File: config.mk
export PLATFORM = sky130hd
export DESIGN_NAME = bcd_time_counter
export DESIGN_NICKNAME = d
export VERILOG_FILES = /design/src/rtl/clock_pkg.sv /design/src/rtl/bcd_pair_counter.sv /design/src/rtl/bcd_time_counter.sv
export SDC_FILE = /design/constraint.sdc
export NUM_CORES = 1
export LEC_CHECK = 0
export CORE_MARGIN = 2
export CORE_UTILIZATION = 35
export CTS_CLUSTER_DIAMETER = 30
export CTS_CLUSTER_SIZE = 10
export DETAILED_ROUTE_END_ITERATION = 12
export PLACE_DENSITY_LB_ADDON = 0.1
export SLEW_MARGIN = 0
export SYNTH_ARGS = -nofsm -noshare
export SYNTH_HDL_FRONTEND = slang
export SYNTH_HIERARCHICAL = 1
export SYNTH_SLANG_ARGS = --single-unit
File: constraint.sdc
create_clock -name clk -period 4.3 [get_ports clk]
set_input_delay 0.86 -clock clk [delete_from_list [all_inputs] [get_ports clk]]
set_output_delay 0.86 -clock clk [all_outputs]
set_load 0.03 [all_outputs]
File: src/rtl/clock_pkg.sv
// Shared types for the time-of-day counter.
//   bcd_t   : one BCD digit, always 0-9 on every output
//   field_e : which field a set-mode increment edits
package clock_pkg;
    typedef logic [3:0] bcd_t;

    typedef enum logic [1:0] {
        F_SEC = 2'd0,   // clear seconds to 00
        F_MIN = 2'd1,   // minutes +1 mod 60, no carry
        F_HR  = 2'd2,   // hours +1 within range, no carry
        F_RSV = 2'd3    // no effect
    } field_e;
endpackage

File: src/rtl/bcd_pair_counter.sv
// Two-digit BCD counter wrapping HI -> LO.
//   clk, reset_n : clock, async active-low reset (loads RST)
//   en           : count one step; carry_out fires when wrapping
//   inc          : count one step without carry (set mode)
//   clr          : load LO (highest priority after reset)
//   carry_out    : combinational, en && value==HI
//   tens, ones   : BCD digits
module bcd_pair_counter
    import clock_pkg::*;
#(
    parameter int LO  = 0,
    parameter int HI  = 59,
    parameter int RST = LO
) (
    input  logic       clk,
    input  logic       reset_n,
    input  logic       en,
    input  logic       inc,
    input  logic       clr,
    output logic       carry_out,
    output logic [3:0] tens,
    output logic [3:0] ones
);
    localparam bcd_t LO_T  = bcd_t'(LO / 10);
    localparam bcd_t LO_O  = bcd_t'(LO % 10);
    localparam bcd_t HI_T  = bcd_t'(HI / 10);
    localparam bcd_t HI_O  = bcd_t'(HI % 10);
    localparam bcd_t RST_T = bcd_t'(RST / 10);
    localparam bcd_t RST_O = bcd_t'(RST % 10);

    // Limit is compared on the full pair, so e.g. 23 wraps but 19 rolls to 20.
    logic at_hi;
    assign at_hi     = (tens == HI_T) && (ones == HI_O);
    assign carry_out = en && at_hi;

    always_ff @(posedge clk or negedge reset_n) begin
        if (!reset_n) begin
            tens <= RST_T;
            ones <= RST_O;
        end else if (clr) begin
            tens <= LO_T;
            ones <= LO_O;
        end else if (en || inc) begin
            if (at_hi) begin
                tens <= LO_T;
                ones <= LO_O;
            end else if (ones == 4'd9) begin
                ones <= 4'd0;
                tens <= tens + 4'd1;
            end else begin
                ones <= ones + 4'd1;
            end
        end
    end
endmodule

File: src/rtl/bcd_time_counter.sv
// Time-of-day source: 1 Hz prescaler feeding chained BCD sec/min/hr counters,
// 12/24 h modes, and button-driven time set.
//   clk, reset_n        : clock, async active-low reset
//   run                 : 1 = prescaler and time advance
//   set_en              : 1 = set mode, ticks suppressed, inc edges accepted
//   set_field           : 0 sec (clear), 1 min, 2 hr, 3 none
//   inc                 : debounced button level, rising edge = one step
//   hr_t..sc_o          : BCD digits HH:MM:SS
//   pm                  : PM flag in 12 h mode, 0 in 24 h mode
//   sec_pulse           : high the cycle new time first shows
module bcd_time_counter
    import clock_pkg::*;
#(
    parameter int CLK_HZ   = 50_000_000,
    parameter bit MODE_24H = 1'b1
) (
    input  logic       clk,
    input  logic       reset_n,
    input  logic       run,
    input  logic       set_en,
    input  logic [1:0] set_field,
    input  logic       inc,
    output logic [3:0] hr_t,
    output logic [3:0] hr_o,
    output logic [3:0] mn_t,
    output logic [3:0] mn_o,
    output logic [3:0] sc_t,
    output logic [3:0] sc_o,
    output logic       pm,
    output logic       sec_pulse
);
    localparam int             CW = $clog2(CLK_HZ);
    localparam logic [CW-1:0]  TC = CW'(CLK_HZ - 1);

    localparam int HR_LO  = MODE_24H ? 0  : 1;
    localparam int HR_HI  = MODE_24H ? 23 : 12;
    localparam int HR_RST = MODE_24H ? 0  : 12;

    logic [CW-1:0] pre_cnt;
    logic          tick;
    logic          inc_q;
    logic          inc_edge;
    field_e        fld;
    logic          sc_carry, mn_carry, hr_carry_unused;
    logic          mn_inc, hr_inc, sc_clr, hr_step;
    logic          pm_q;

    // Prescaler is held at 0 during set mode so the first tick after leaving
    // set mode lands a full CLK_HZ cycles later.
    always_ff @(posedge clk or negedge reset_n) begin
        if (!reset_n)          pre_cnt <= '0;
        else if (set_en)       pre_cnt <= '0;
        else if (run)          pre_cnt <= (pre_cnt == TC) ? '0 : pre_cnt + 1'b1;
    end

    assign tick = (pre_cnt == TC) && run && !set_en;

    // inc_q tracks inc even outside set mode, so a button already held when
    // set_en rises does not register as an edge.
    always_ff @(posedge clk or negedge reset_n) begin
        if (!reset_n) inc_q <= 1'b0;
        else          inc_q <= inc;
    end

    assign inc_edge = inc && !inc_q && set_en;
    assign fld      = field_e'(set_field);
    assign sc_clr   = inc_edge && (fld == F_SEC);
    assign mn_inc   = inc_edge && (fld == F_MIN);
    assign hr_inc   = inc_edge && (fld == F_HR);

    bcd_pair_counter #(.LO(0), .HI(59), .RST(0)) u_sec (
        .clk(clk), .reset_n(reset_n), .en(tick), .inc(1'b0), .clr(sc_clr),
        .carry_out(sc_carry), .tens(sc_t), .ones(sc_o)
    );

    bcd_pair_counter #(.LO(0), .HI(59), .RST(0)) u_min (
        .clk(clk), .reset_n(reset_n), .en(sc_carry), .inc(mn_inc), .clr(1'b0),
        .carry_out(mn_carry), .tens(mn_t), .ones(mn_o)
    );

    bcd_pair_counter #(.LO(HR_LO), .HI(HR_HI), .RST(HR_RST)) u_hr (
        .clk(clk), .reset_n(reset_n), .en(mn_carry), .inc(hr_inc), .clr(1'b0),
        .carry_out(hr_carry_unused), .tens(hr_t), .ones(hr_o)
    );

    // pm flips only on 11 -> 12, whether by carry or by set-mode increment.
    assign hr_step = mn_carry || hr_inc;

    always_ff @(posedge clk or negedge reset_n) begin
        if (!reset_n)
            pm_q <= 1'b0;
        else if (!MODE_24H && hr_step && (hr_t == 4'd1) && (hr_o == 4'd1))
            pm_q <= !pm_q;
    end

    assign pm = pm_q;

    always_ff @(posedge clk or negedge reset_n) begin
        if (!reset_n) sec_pulse <= 1'b0;
        else          sec_pulse <= tick;
    end
endmodule
==> results.md <==
- The proportion of layout cells with a drive suffix above 1 is 0.128.
- Setup repair after global routing left no endpoint under its margin.
- Measured along the x axis, the die boundary spans 97.7 um.
- Data on the critical path is required at its endpoint by 4550 ps.
- The final layout contains routed wiring with a total length of 6780 um.
- The floorplan step defined a core boundary enclosing 8640 sq um.
- The worst register-to-register path has a depth of 13.
- The worst setup path endpoint is u_hr/tens[3]$_DFFE_PN0P_.
- The count of endpoints failing hold in the final timing report was 0.
- Among all stages on the critical path, the largest delay is contributed by nor4_1.
- TritonCTS built the clock tree.
- The share of total power dissipated in combinational logic is 0.271.
- The number of nets at the end of the flow is 378.
- The maximum clock rate is 0.288 GHz.
- The buffer depth of the longest clock path is 2.
- The power dissipated by switching net loads is 412 uW.
- The maximum fanout count along the critical path is 15.
- The instance count of the mapped netlist is 318.
- Subtracting the final worst setup slack from the clock period gives 3470 ps.
- The final antenna-violating net count is 0.
- The reg-to-reg startpoint is pre_cnt[0]$_DFFE_PN0P_.
- In this run the tightest slew margin relative to its limit is 0.326.
- The number of placed I/O pins is 33.
- The worst clock skew is 3.65 ps.
- The switching share of power is 0.339.
- After detailed placement, the total cell area comes to 3520 sq um.
- The die covers 9550 sq um.
- The share of total power dissipated in sequential elements is 0.483.
- Max-cap violations in this run came to 0.
- The floorplan step set the die height to 97.7 um.
- The total overflow left after global routing is 0.
- The share of total power in the clock network is 0.246.
- The power per standard cell area is 336 nW/um^2.
- The starting density of the core is 0.356.
- The internal power of the cells totals 804 uW.
- STA puts the critical path data arrival time at 3720 ps.
- Buffers inserted during clock tree synthesis total 5.
- The via count of the routed design is 2534.
- The first-iteration detailed-routing DRC count is 81.
- The final instance area is 3620 sq um.
- At the pin with the least slew margin, the transition time is 1010 ps.
- The area growth from synthesis to layout is 17.8%.
- Dividing the detail-routed via count by the number of cells gives 5.43.
- The critical path startpoint is run.
- The signal on the critical path passes through clkdlybuf4s50_1 > inv_1 > nor4_1 > inv_1 > nor3_1 > inv_1 > nor3_1 > nor3_1 > buf_4 > or4_1 > nand2_1 > a22o_1.
- The worst setup slack before clock tree synthesis is 491 ps.
- The warning count from the yosys run is 8.
- The antenna diode count is 0.
- In the routed design, unresolved DRC markers number 0.
- The average size of a mapped cell is 9.66 sq um.
- The number of buffers and inverters on the critical path is 5.
- The family with the most delay on the worst path is simple AND/OR/NAND/NOR gates.
- The clock insertion delay at the later pin of the skew report is 310 ps.
- The global-route wire length before repair is 11900 um.
- The flow ran to the end, and the final reports show no timing, DRC or antenna violations.
- The critical path launch point type is a primary input.
- After clock tree synthesis, the setup repair step added 0 buffers.
- The total number of placement rows is 34.
- The clock edge transition at the registers on the reported setup and hold paths is 100 ps.
- The setup TNS after final layout is 0 ps.
- The post-route clock period utilization is 0.806.
- The design draws 1.22 mW.
- The logic depth of the worst setup path including buffers is 12.
- The number of sinks driven by the clock tree is 52.
- The number of global-route vias before repair is 2414.
- VDD sags by at most 0.221 mV.
- The H-tree generated during clock tree synthesis spans 2 levels.
- Setup violations remaining at the end of the flow were counted as 0.
- The HPWL reported at the end of detailed placement is 4680 um.
- The number of max-slew violations in the final report is 0.
- The number of detailed-routing iterations run before antenna repair is 4.
- The aggregate global-route resource usage is 0.149.
- The critical path class is primary input to flip-flop.
- In the post-route analysis, the smallest setup slack over all paths is 833 ps.
- Post-CTS repair changed the size of 0 cells.
- CTS placed an instance of clkbuf_8 at the clock tree root.
- The netlist area before placement is 3070 sq um.
- The congestion estimate from routability-driven global placement came to 0.744.
- In this run the critical register-to-register path is captured at u_hr/tens[3]$_DFFE_PN0P_.
- The critical path endpoint category is a flip-flop.
- The cell leakage power is 1.43 nW.
- The worst hold path belongs to the class primary input to async pin.
- The pin count of the biggest net entering global routing is 32.
- For this run, the slowest stage of the critical path takes 650 ps.
- The initial antenna violation count is 0.
- Buffers placed on the I/O ports in this run total 31.
- The internal reg-to-reg setup slack is 860 ps.
- In the final routed layout, each cell accounts on average for 14.5 um.
- The number of hold buffers added after CTS was 0.
-- cell usage in the layout, fill, tap and decap left out, drive strengths merged, types with 3 or more instances in the layout --
cell type,instances
dfrtp,52
clkdlybuf4s50,30
nand2,29
a21oi,28
o21ai,21
nor2,15
nand3,14
inv,13
ha,13
o31ai,13
or4,12
or3,10
nand4,10
nor3,9
xor2,8
conb,7
clkbuf,7
buf,7
nand3b,6
nand4b,6
and4,6
a31oi,5
and3,4
a22o,4
nor2b,4
mux2,3
or2,3
and3b,3
-- worst register-to-register path, cell delays in order (launching register included) --
cell     delay (ps)
dfrtp_1         420
ha_1            220
and4_4          280
nand4_2         210
nor4_1          660
inv_1           100
nor3_1          290
inv_1            80
nor3_1          220
nor3_1           80
buf_4           190
or4_1           470
nand2_1          70
a22o_1          110
-- area by class of cell --
class,count,area (sq um)
fillers,863,5020
clock inverters,1,7.51
multi-input cells,249,1690
flip-flops and latches,52,1300
inverters,13,48.8
clock buffers,7,86.3
repair buffers,37,350
well taps,108,135
-- flip-flops by register name, indices dropped and copies added, names as in the netlist --
signal and cells:
u_min/ones 4, u_sec/ones 4, u_min/tens 4, pre_cnt 26, u_hr/ones 4, sec_pulse 1, u_sec/tens 4, inc_q 1
u_hr/tens 4
-- power groups by stage --
| stage | Sequential (mW) | Clock, mW | Combinational [mW] |
|---|---|---|---|
| after floorplan | 0.663 | 0 | 0.133 |
| after global placement | 0.597 | 0 | 0.332 |
| after detailed placement | 0.597 | 0 | 0.332 |
| after CTS | 0.589 | 0.317 | 0.333 |
| after global routing | 0.599 | 0.336 | 0.362 |
| final | 0.587 | 0.299 | 0.330 |
-- per-stage QoR --
step,hold WS [ps],instances,util
2_1_floorplan,526,324,-
4_1_cts,521,467,0.419
3_5_place_dp,555,459,0.408
5_1_grt,533,467,0.419
6_report,504,467,0.419
3_3_place_gp,550,459,0.408
-- layer usage --
layer  share of wire  vias up  GRT usage
li1                -     1252          -
met1            0.52     1242      0.212
met2            0.44       34      0.235
met3           0.027        6     0.0266
met4           0.012        0     0.0417
met5               0        -          0
-- how the worst min path moves through the flow --
stage / start / to / slack [ps]
after floorplan: pre_cnt[4]$_DFFE_PN0P_ / pre_cnt[4]$_DFFE_PN0P_ / 530
after global placement: pre_cnt[23]$_DFFE_PN0P_ / pre_cnt[23]$_DFFE_PN0P_ / 550
after detailed placement: pre_cnt[23]$_DFFE_PN0P_ / pre_cnt[23]$_DFFE_PN0P_ / 550
after CTS: reset_n / pre_cnt[2]$_DFFE_PN0P_ / 520
after global routing: reset_n / pre_cnt[9]$_DFFE_PN0P_ / 530
final: reset_n / pre_cnt[22]$_DFFE_PN0P_ / 500
Note: power is estimated with default switching activity, not from simulation.
